<file path="src/rtl/l2_ecc_reg_cdc_src.sv">
// Host-side initiator of the 4-phase register-bus CDC feeding the L2 ECC config registers.
// Latches one reg-bus request, sends it on the req channel and returns the rsp-channel reply.
module l2_ecc_reg_cdc_src #(
  parameter int unsigned AddrWidth  = 32,
  parameter int unsigned DataWidth  = 32,
  parameter int unsigned SyncStages = 2
) (
  input  logic                                         clk_i,
  input  logic                                         rst_ni,
  input  logic                                         reg_valid_i,
  input  logic                                         reg_write_i,
  input  logic [AddrWidth-1:0]                         reg_addr_i,
  input  logic [DataWidth-1:0]                         reg_wdata_i,
  input  logic [DataWidth/8-1:0]                       reg_wstrb_i,
  output logic                                         reg_ready_o,
  output logic [DataWidth-1:0]                         reg_rdata_o,
  output logic                                         reg_error_o,
  output logic                                         async_req_o,
  input  logic                                         async_ack_i,
  output logic [AddrWidth+1+DataWidth+DataWidth/8-1:0] async_data_o,
  input  logic                                         async_req_i,
  output logic                                         async_ack_o,
  input  logic [DataWidth:0]                           async_data_i,
  output logic                                         busy_o
);

  localparam int unsigned StrbWidth = DataWidth / 8;
  localparam int unsigned ReqWidth  = AddrWidth + 1 + DataWidth + StrbWidth;

  typedef enum logic [2:0] {
    IDLE,
    REQ_HI,
    REQ_LO,
    WAIT_RSP,
    RSP_ACK,
    DONE
  } state_e;

  state_e state_q, state_d;

  logic [SyncStages-1:0] ack_sync_q;
  logic [SyncStages-1:0] rreq_sync_q;
  logic [SyncStages-1:0] settle_q;
  logic                  ack_s;
  logic                  rreq_s;
  logic                  quiescent;

  logic                 req_q, req_d;
  logic                 ack_q, ack_d;
  logic [ReqWidth-1:0]  data_q, data_d;
  logic                 ready_q, ready_d;
  logic [DataWidth-1:0] rdata_q, rdata_d;
  logic                 error_q, error_d;
  logic                 busy_q, busy_d;

  assign ack_s  = ack_sync_q[SyncStages-1];
  assign rreq_s = rreq_sync_q[SyncStages-1];

  // Synchronizer contents are meaningless until refilled after reset, so a far
  // side still holding ack/req high must not be mistaken for quiescent.
  assign quiescent = settle_q[SyncStages-1] & ~ack_s & ~rreq_s;

  always_ff @(posedge clk_i) begin
    if (!rst_ni) begin
      state_q     <= IDLE;
      ack_sync_q  <= '0;
      rreq_sync_q <= '0;
      settle_q    <= '0;
      req_q       <= 1'b0;
      ack_q       <= 1'b0;
      data_q      <= '0;
      ready_q     <= 1'b0;
      rdata_q     <= '0;
      error_q     <= 1'b0;
      busy_q      <= 1'b0;
    end else begin
      state_q     <= state_d;
      ack_sync_q  <= {ack_sync_q[SyncStages-2:0], async_ack_i};
      rreq_sync_q <= {rreq_sync_q[SyncStages-2:0], async_req_i};
      settle_q    <= {settle_q[SyncStages-2:0], 1'b1};
      req_q       <= req_d;
      ack_q       <= ack_d;
      data_q      <= data_d;
      ready_q     <= ready_d;
      rdata_q     <= rdata_d;
      error_q     <= error_d;
      busy_q      <= busy_d;
    end
  end

  always_comb begin
    state_d = state_q;
    unique case (state_q)
      IDLE:     if (reg_valid_i && quiescent) state_d = REQ_HI;
      REQ_HI:   if (ack_s)                    state_d = REQ_LO;
      REQ_LO:   if (!ack_s)                   state_d = WAIT_RSP;
      WAIT_RSP: if (rreq_s)                   state_d = RSP_ACK;
      RSP_ACK:  if (!rreq_s)                  state_d = DONE;
      DONE:                                   state_d = IDLE;
      default:                                state_d = IDLE;
    endcase
  end

  // Outputs are computed one cycle ahead and registered so nothing reaches a port combinationally.
  always_comb begin
    req_d   = req_q;
    ack_d   = ack_q;
    data_d  = data_q;
    rdata_d = rdata_q;
    error_d = error_q;
    unique case (state_q)
      IDLE: begin
        if (state_d == REQ_HI) begin
          req_d  = 1'b1;
          data_d = {reg_addr_i, reg_write_i, reg_wdata_i, reg_wstrb_i};
        end
      end
      REQ_HI:  if (state_d == REQ_LO) req_d = 1'b0;
      WAIT_RSP: begin
        if (state_d == RSP_ACK) begin
          ack_d   = 1'b1;
          rdata_d = async_data_i[DataWidth:1];
          error_d = async_data_i[0];
        end
      end
      RSP_ACK: if (state_d == DONE) ack_d = 1'b0;
      default: ;
    endcase
    ready_d = (state_d == DONE);
    busy_d  = (state_d != IDLE);
  end

  assign async_req_o  = req_q;
  assign async_ack_o  = ack_q;
  assign async_data_o = data_q;
  assign reg_ready_o  = ready_q;
  assign reg_rdata_o  = rdata_q;
  assign reg_error_o  = error_q;
  assign busy_o       = busy_q;

endmodule

</file>
<file path="config.mk">
export PLATFORM = sky130hd
export DESIGN_NAME = l2_ecc_reg_cdc_src
export DESIGN_NICKNAME = d
export VERILOG_FILES = /design/src/rtl/l2_ecc_reg_cdc_src.sv
export SDC_FILE = /design/constraint.sdc
export NUM_CORES = 1
export LEC_CHECK = 0
export CAP_MARGIN = 20
export CORE_AREA = 10 10 159 87
export CTS_BUF_LIST = sky130_fd_sc_hd__clkbuf_8
export CTS_CLUSTER_SIZE = 8
export DETAILED_ROUTE_END_ITERATION = 10
export DIE_AREA = 0 0 169 97
export PLACE_DENSITY = 0.8
export RECOVER_POWER = 50
export SLEW_MARGIN = 20
export SYNTH_ARGS = -nofsm -noshare
export SYNTH_HDL_FRONTEND = slang
export SYNTH_SLANG_ARGS = --single-unit
</file>
<file path="constraint.sdc">
create_clock -name clk_i -period 2 [get_ports clk_i]
set_clock_uncertainty 0.15 [all_clocks]
set_input_delay 0.2 -clock clk_i [delete_from_list [all_inputs] [get_ports clk_i]]
set_output_delay 0.2 -clock clk_i [all_outputs]
set_load 0.1 [all_outputs]
</file>
Yosys cells after proc, flatten, opt, wreduce, memory -nomap -nowiden
Cells that the tools add are included.
Widths: inputs -> output; s select.

cells by class
  bitwise gates (word level) = 4
  eq/ne operators = 12
  reduce and logical (&&, ||, !) cells = 9
  muxes and demuxes = 13

operators with widths
  cell                count
  $mux 3              5
  $pmux 3 s5          1
  $eq 3x2->1 const B  3
  $eq 3x3->1 const B  3
  $ne 2x2->1 const B  4
  $eq 3x1->1 const B  2
  $reduce_and 3->1    2
  $mux 1              5
  $pmux 1 s2          2
  $reduce_and 2->1    2
  $reduce_bool 2->1   2
  $logic_not 3->1     1
  $reduce_bool 3->1   1
  $and 1x1->1         2
  $not 1->1           2
  $logic_and 1x1->1   1

word-level totals
  logic and storage cells = 50
  output and inout bits = 106
  register bits after elaboration = 115

Logic depth before layout (Yosys ltp)
Gate-level depths: netlist of run 1.

  depth in word-level cells = 9
  mapped depth = 6

Worst setup path before layout of run 1
No wires, ideal clock.

  path kind = register to register
  start = register, netlist name async_ack_o
  end = register ack_q (netlist: async_ack_o)
  setup slack = 0.459 ns
  period minus slack after synthesis = 1.541 ns
  library setup time = 0.086 ns
  arrival time = 1.305 ns
  data required time = 1.764 ns
  stages on the path, launching flop included = 3
  path through = dfxtp_1 o21ai_0 a211oi_1

RTL lines
  what                  RTL line  text
  to (signal assigned)  82        ack_q <= ack_d;
  to (decl)             49        logic ack_q, ack_d;

Worst setup path in the final report of run 1
  start = register state_q[1]
  end = register data_q[14] (netlist: async_data_o[14])

on the way
  cells in the longest elaborated chain, start to end = 4
  elaborated cells between the ends (all ways) = 13
  those cells by class = eq/ne (5); mux (6); reduce/logical (2)

ends and longest elaborated chain
  what                                      RTL line  text
  from (decl)                               39        state_e state_q, state_d;
  from (signal assigned)                    77        state_q <= state_d;
  $eq 3x3->1, or another cell as far along  93        unique case (state_q)
  $pmux 3 s5                                93
  $eq 3x1->1                                113       if (state_d == REQ_HI) begin
  $reduce_and 2->1 (no source line) (*)     n/a
  to (signal assigned)                      83        data_q <= data_d;
  to (decl)                                 50        logic [ReqWidth-1:0] data_q, data_d;

Every way passes the cells marked *; elsewhere a longest branch is shown, timed or not.
A chain may end at the register's enable or synchronous reset.

==> out/summary.txt, run 1 <==
Status = finished, final reports clean
Fin Setup TNS = 0 ns
TritonCTS Buffers = 17
Static Leak = 2.66 nW
Synth area leader = dfxtp_1
Pre-CTS WS = 0.135 ns
Design area = 6500 µm²
Syn Inst Count = 497
Vias/cell = 4.71
Synth top area share = 0.505
Worst relative slew slack = 0.619
Worst Path Max Fanout = 41
Synth area leaders = dfxtp_1, mux2i_1, nand2_1
Hold Violations, Final = 0
FF/Latch Area = 2300 µm²
# IOs = 213
DRC viols = 0
Dpl cells = 819
Power consumption = 5.17 mW
Antenna violations before repair = 0
Sequential area share after synthesis = 0.505
Antenna fix cells = 0
Syn Area/Cell = 9.17 µm²
Vias in the first global route = 3877
CP Class = flop to flop
Max-Cap Viols = 0
Via count = 4000
Area grow syn2layout = 42.6%
Most common cell in the netlist = nand2_1
Initial DRC Count = 228
Die width = 169 µm
Area of the mapped netlist = 4560 µm²
#FFs+latches synth = 115
CP endpoint kind = flop
Peak VDD IR = 0.412 mV
Final GP Congestion = 0.772
Initial Util = 0.417
Synth cell count leaders = nand2_1, dfxtp_1, mux2i_1
WL per Instance = 15.7 µm
Post-synthesis async set-or-reset flop share = 0
Pwr/cell area = 796 nW/µm²
Crit path DAT = 1.88 ns
Final core occ = 0.595
Worst hold slack = 0.182 ns
Slew Viols, Final = 0
CTS tree = yes
Fmax = 591 MHz
Worst Hold Class = input port to flop
Worst-path clk slew = 0.07 ns
CTS sink cnt = 115
Dpl cell area = 6370 µm²
Fillers = 982
Post-layout minimum cycle time = 1.69 ns
Final #Nets = 801
DP HPWL = 10.0 mm
Critical path launch point type = flop
Root Driver = clkbuf_8
Unrepaired setup endpoints after global routing = no
DRT antenna net count = 0
H-tree Lvls = 4
Final Cycle Share = 0.846
Largest net degree at the start of global routing = 79
DR pass1 iterations = 4
Total grt overflow = 0
Top FF cell, synth = dfxtp_1
Number of synthesized flops with an enable pin = 0
Worst path required time = 2.18 ns
Final WS setup = 0.308 ns
Non-filler cells, final = 850
Rows = 27
# setup viols final = 0
Global Route Usage Sum = 0.158
Worst-margin pin slew = 0.574 ns
Die Y = 97 µm
Distinct cells, synth = 31
Layout cells sized above 1 = 0.207
DIE AREA = 16400 µm²
Warnings from Yosys = 0
Skew-Pair Late Insertion Delay = 0.41 ns
First-pass GRT wire length = 20.9 mm
Multi-input logic area = 1900 µm²
I/O Buffers = 212
Final WL = 13.4 mm
CTS Buffer Depth = 2
Synth Net Count = 604
Core area = 10900 µm²
cell families (layout without fill, tap and decap cells):
logic type,after synthesis,count (layout),synth area share
AOI/OAI and AO/OA,44,44,0.0530
buffers and inverters,46,254,0.0774
DFF,115,115,0.505
muxes,69,69,0.152
and+or+nand+nor,223,223,0.213
registers in the layout, summed over array words and instances (netlist names):
register,flops
ack_sync_q,2
busy_o,1
state_q,3
rreq_sync_q,2
settle_q,2
async_data_o,69
reg_error_o,1
async_ack_o,1
async_req_o,1
reg_rdata_o,32
reg_ready_o,1
final timing paths:
| check | startpoint | to | slack (ns) | cells past startpoint |
|---|---|---|---|---|
| worst max-delay path | state_q[1]$_SDFF_PN0_ | async_data_o[14]$_SDFFE_PN0P_ | 0.31 | 4 |
| worst min-delay path | reg_wdata_i[11] | async_data_o[15]$_SDFFE_PN0P_ | 0.18 | 3 |
| worst max register to register | state_q[1]$_SDFF_PN0_ | async_data_o[14]$_SDFFE_PN0P_ | 0.31 | 4 |
| worst min register to register | rreq_sync_q[0]$_SDFF_PN0_ | rreq_sync_q[1]$_SDFF_PN0_ | 0.29 | 1 |
final cells by class:
cell class,count,area share
flip-flops and latches,115,0.354
multi-input cells,336,0.293
inverters,4,0.00231
clock inverters,8,0.00944
clock buffers,22,0.0466
well taps,145,0.0279
repair buffers,220,0.267
where the power goes:
| part | total [mW] | leakage [nW] | switching, mW | internal (mW) |
|---|---|---|---|---|
| combinational | 0.823 | 1.52 | 0.527 | 0.296 |
| clock | 1.97 | 0.204 | 0.859 | 1.11 |
| sequential | 2.38 | 0.932 | 0.0317 | 2.35 |
metal layers:
layer  GRT usage  vias to the layer above  part of all wire
met4      0.0754                        0             0.022
met1       0.154                     1852              0.37
li1            -                     2026                 -
met5           0                        -                 0
met2       0.294                       99              0.55
met3      0.0520                       23             0.061
worst max-delay path: stages, from the launching register on:
cell	delay, ns
dfxtp_1	0.42
nor3_4	0.24
nor2b_4	0.23
buf_12	0.29
mux2i_1	0.25
what timing repair did:
item	4_1_cts	5_1_grt
resized for setup	0	0
setup endpoints to repair	0	0
hold buffers	1	0
buffers inserted	0	0
hold endpoints to repair	20	0
cells in the final DEF, fill, tap and decap left out, drive strengths merged:
| cell | n |
|---|---|
| a2111oi | 1 |
| a211oi | 1 |
| a21boi | 1 |
| a21oi | 3 |
| and2 | 5 |
| and3b | 1 |
| and4b | 1 |
| buf | 14 |
| bufinv | 1 |
| clkbuf | 122 |
| clkdlybuf4s50 | 105 |
| clkinv | 4 |
| dfxtp | 115 |
| dlygate4sd3 | 1 |
| inv | 7 |
| mux2i | 69 |
| nand2 | 173 |
| nand3 | 33 |
| nand3b | 2 |
| nand4bb | 1 |
| nor2b | 1 |
| nor3 | 1 |
| nor3b | 2 |
| nor4b | 2 |
| o21a | 1 |
| o21ai | 35 |
| o31a | 1 |
| o41a | 1 |
| or3b | 1 |
Note: power is estimated with default switching activity, not from simulation.
==> inputs of run 2 (changes only) <==
Clock period 2 ns to 1.71 ns, I/O delays scaled along.
==> run 2 against run 1 <==
Sequential power rose by 17%. Via count is 2.8% higher. Final cell count increased by 1.8%. Cell area increased by 2.7%. Critical endpoint is now reg_rdata_o[8]$_SDFFE_PN0P_. Largest cell class unchanged. Largest power group unchanged. Highest routed layer unchanged.
==> out/summary.txt, run 2 (synthesis results as in run 1) <==
CP endpoint kind = flop
Vias/cell = 4.75
Die width = 169 µm
I/O Buffers = 212
Peak VDD IR = 0.494 mV
Hold Violations, Final = 0
DR pass1 iterations = 4
DP HPWL = 11.4 mm
Global Route Usage Sum = 0.176
CTS Buffer Depth = 2
CTS tree = yes
Slew Viols, Final = 0
CP cell instances = buf_4, and4b_2, buf_6, nand3_1, o21ai_0
Cell family with most CP delay = flip-flops
Core area = 10900 µm²
Hold Path Origin = async_data_i[29]
Pre-CTS WS = -0.0966 ns
Worst Path Max Fanout = 28
Most frequent cells in the layout = nand2_1, dfxtp_1, clkdlybuf4s50_1
Crit-path slowest cell = dfxtp_1
Root Driver = clkbuf_8
Fmax = 621 MHz
WL per Instance = 17.2 µm
Final GP Congestion = 0.757
Critical path launch point type = flop
Total grt overflow = 0
Final #Nets = 813
Vias in the first global route = 4325
Reg2reg start = state_q[1]$_SDFF_PN0_
Pwr/cell area = 913 nW/µm²
Largest net degree at the start of global routing = 73
Static Leak = 2.77 nW
CP bufs+invs = 2
Skew-Pair Late Insertion Delay = 0.42 ns
Antenna violations before repair = 1
TritonCTS Buffers = 17
Rows = 27
Fin Setup TNS = 0 ns
Worst path required time = 1.89 ns
Final WS setup = 0.0986 ns
Post-layout minimum cycle time = 1.61 ns
Max-Cap Viols = 0
First-pass GRT wire length = 23.3 mm
Initial Util = 0.417
DRT antenna net count = 0
Worst hold slack = 0.151 ns
Status = finished, final reports clean
Via count = 4112
Worst relative slew slack = 0.622
DIE AREA = 16400 µm²
Power consumption = 6.09 mW
Final Cycle Share = 0.942
Crit path DAT = 1.79 ns
Crit-path max cell delay = 0.47 ns
Initial DRC Count = 255
Die Y = 97 µm
Critical Path Start = state_q[1]$_SDFF_PN0_
Unrepaired setup endpoints after global routing = no
Design area = 6670 µm²
DRC viols = 0
Max reg flops = 69
Final WL = 14.9 mm
H-tree Lvls = 4
Commonest non-fill, non-tap cell in the layout = nand2_1
# IOs = 213
Worst Hold Class = input port to flop
Postcts setup bufs = 0
Worst-margin pin slew = 0.570 ns
CTS sink cnt = 115
# setup viols final = 0
Worst-path clk slew = 0.07 ns
Area grow syn2layout = 46.4%
Layout cells sized above 1 = 0.224
CP Class = flop to flop
Dpl cell area = 7820 µm²
==> run 2: power breakdown <==
group | internal (mW) | switching (mW) | leakage [nW]
Clock | 1.17 | 1.13 | 0.182
Combinational | 0.370 | 0.634 | 1.65
Sequential | 2.74 | 0.0364 | 0.932
==> run 2: layout make-up <==
| type | count | area (µm²) |
|---|---|---|
| multi-input cells | 336 | 1900 |
| clock inverters | 14 | 115 |
| inverters | 4 | 15.0 |
| clock buffers | 18 | 248 |
| repair buffers | 232 | 1900 |
| fillers | 893 | 4240 |
| diodes | 1 | 2.50 |
| well taps | 145 | 181 |
| flip-flops and latches | 115 | 2300 |
==> run 2: timing repair <==
action	4_1_cts	5_1_grt
hold buffers	1	0
setup endpoints to repair	0	19
endpoints found under the hold margin	15	0
gates resized for setup	0	2
==> run 2: layer usage <==
metal / GRT usage / wire (µm)
met5: 0 / 0
met4: 0.0616 / 367
met3: 0.0625 / 930
met2: 0.340 / 8210
met1: 0.166 / 5360
==> run 2: path summary, 6_finish.rpt <==
| path | endpoint | slack (ns) | cells after the start |
|---|---|---|---|
| hold / removal | reg_rdata_o[28]$_SDFFE_PN0P_ | 0.15 | 3 |
| setup / recovery | reg_rdata_o[8]$_SDFFE_PN0P_ | 0.1 | 5 |
| setup reg to reg | reg_rdata_o[8]$_SDFFE_PN0P_ | 0.1 | 5 |
| hold reg to reg | settle_q[1]$_SDFF_PN0_ | 0.29 | 1 |
==> run 2: tightest hold or removal path, delay by kind of cell <==
kind,cells,cell delay (ns)
and+or+nand+nor,1,0.06
AOI/OAI and AO/OA,1,0.05
buffers and inverters,1,0.40
==> run 2: per-stage QoR <==
step                      utilization  instances
after floorplan                     -        497
after global placement          0.716        831
after detailed placement        0.716        831
after CTS                       0.750        864
after global routing            0.611        865
final                           0.611        865
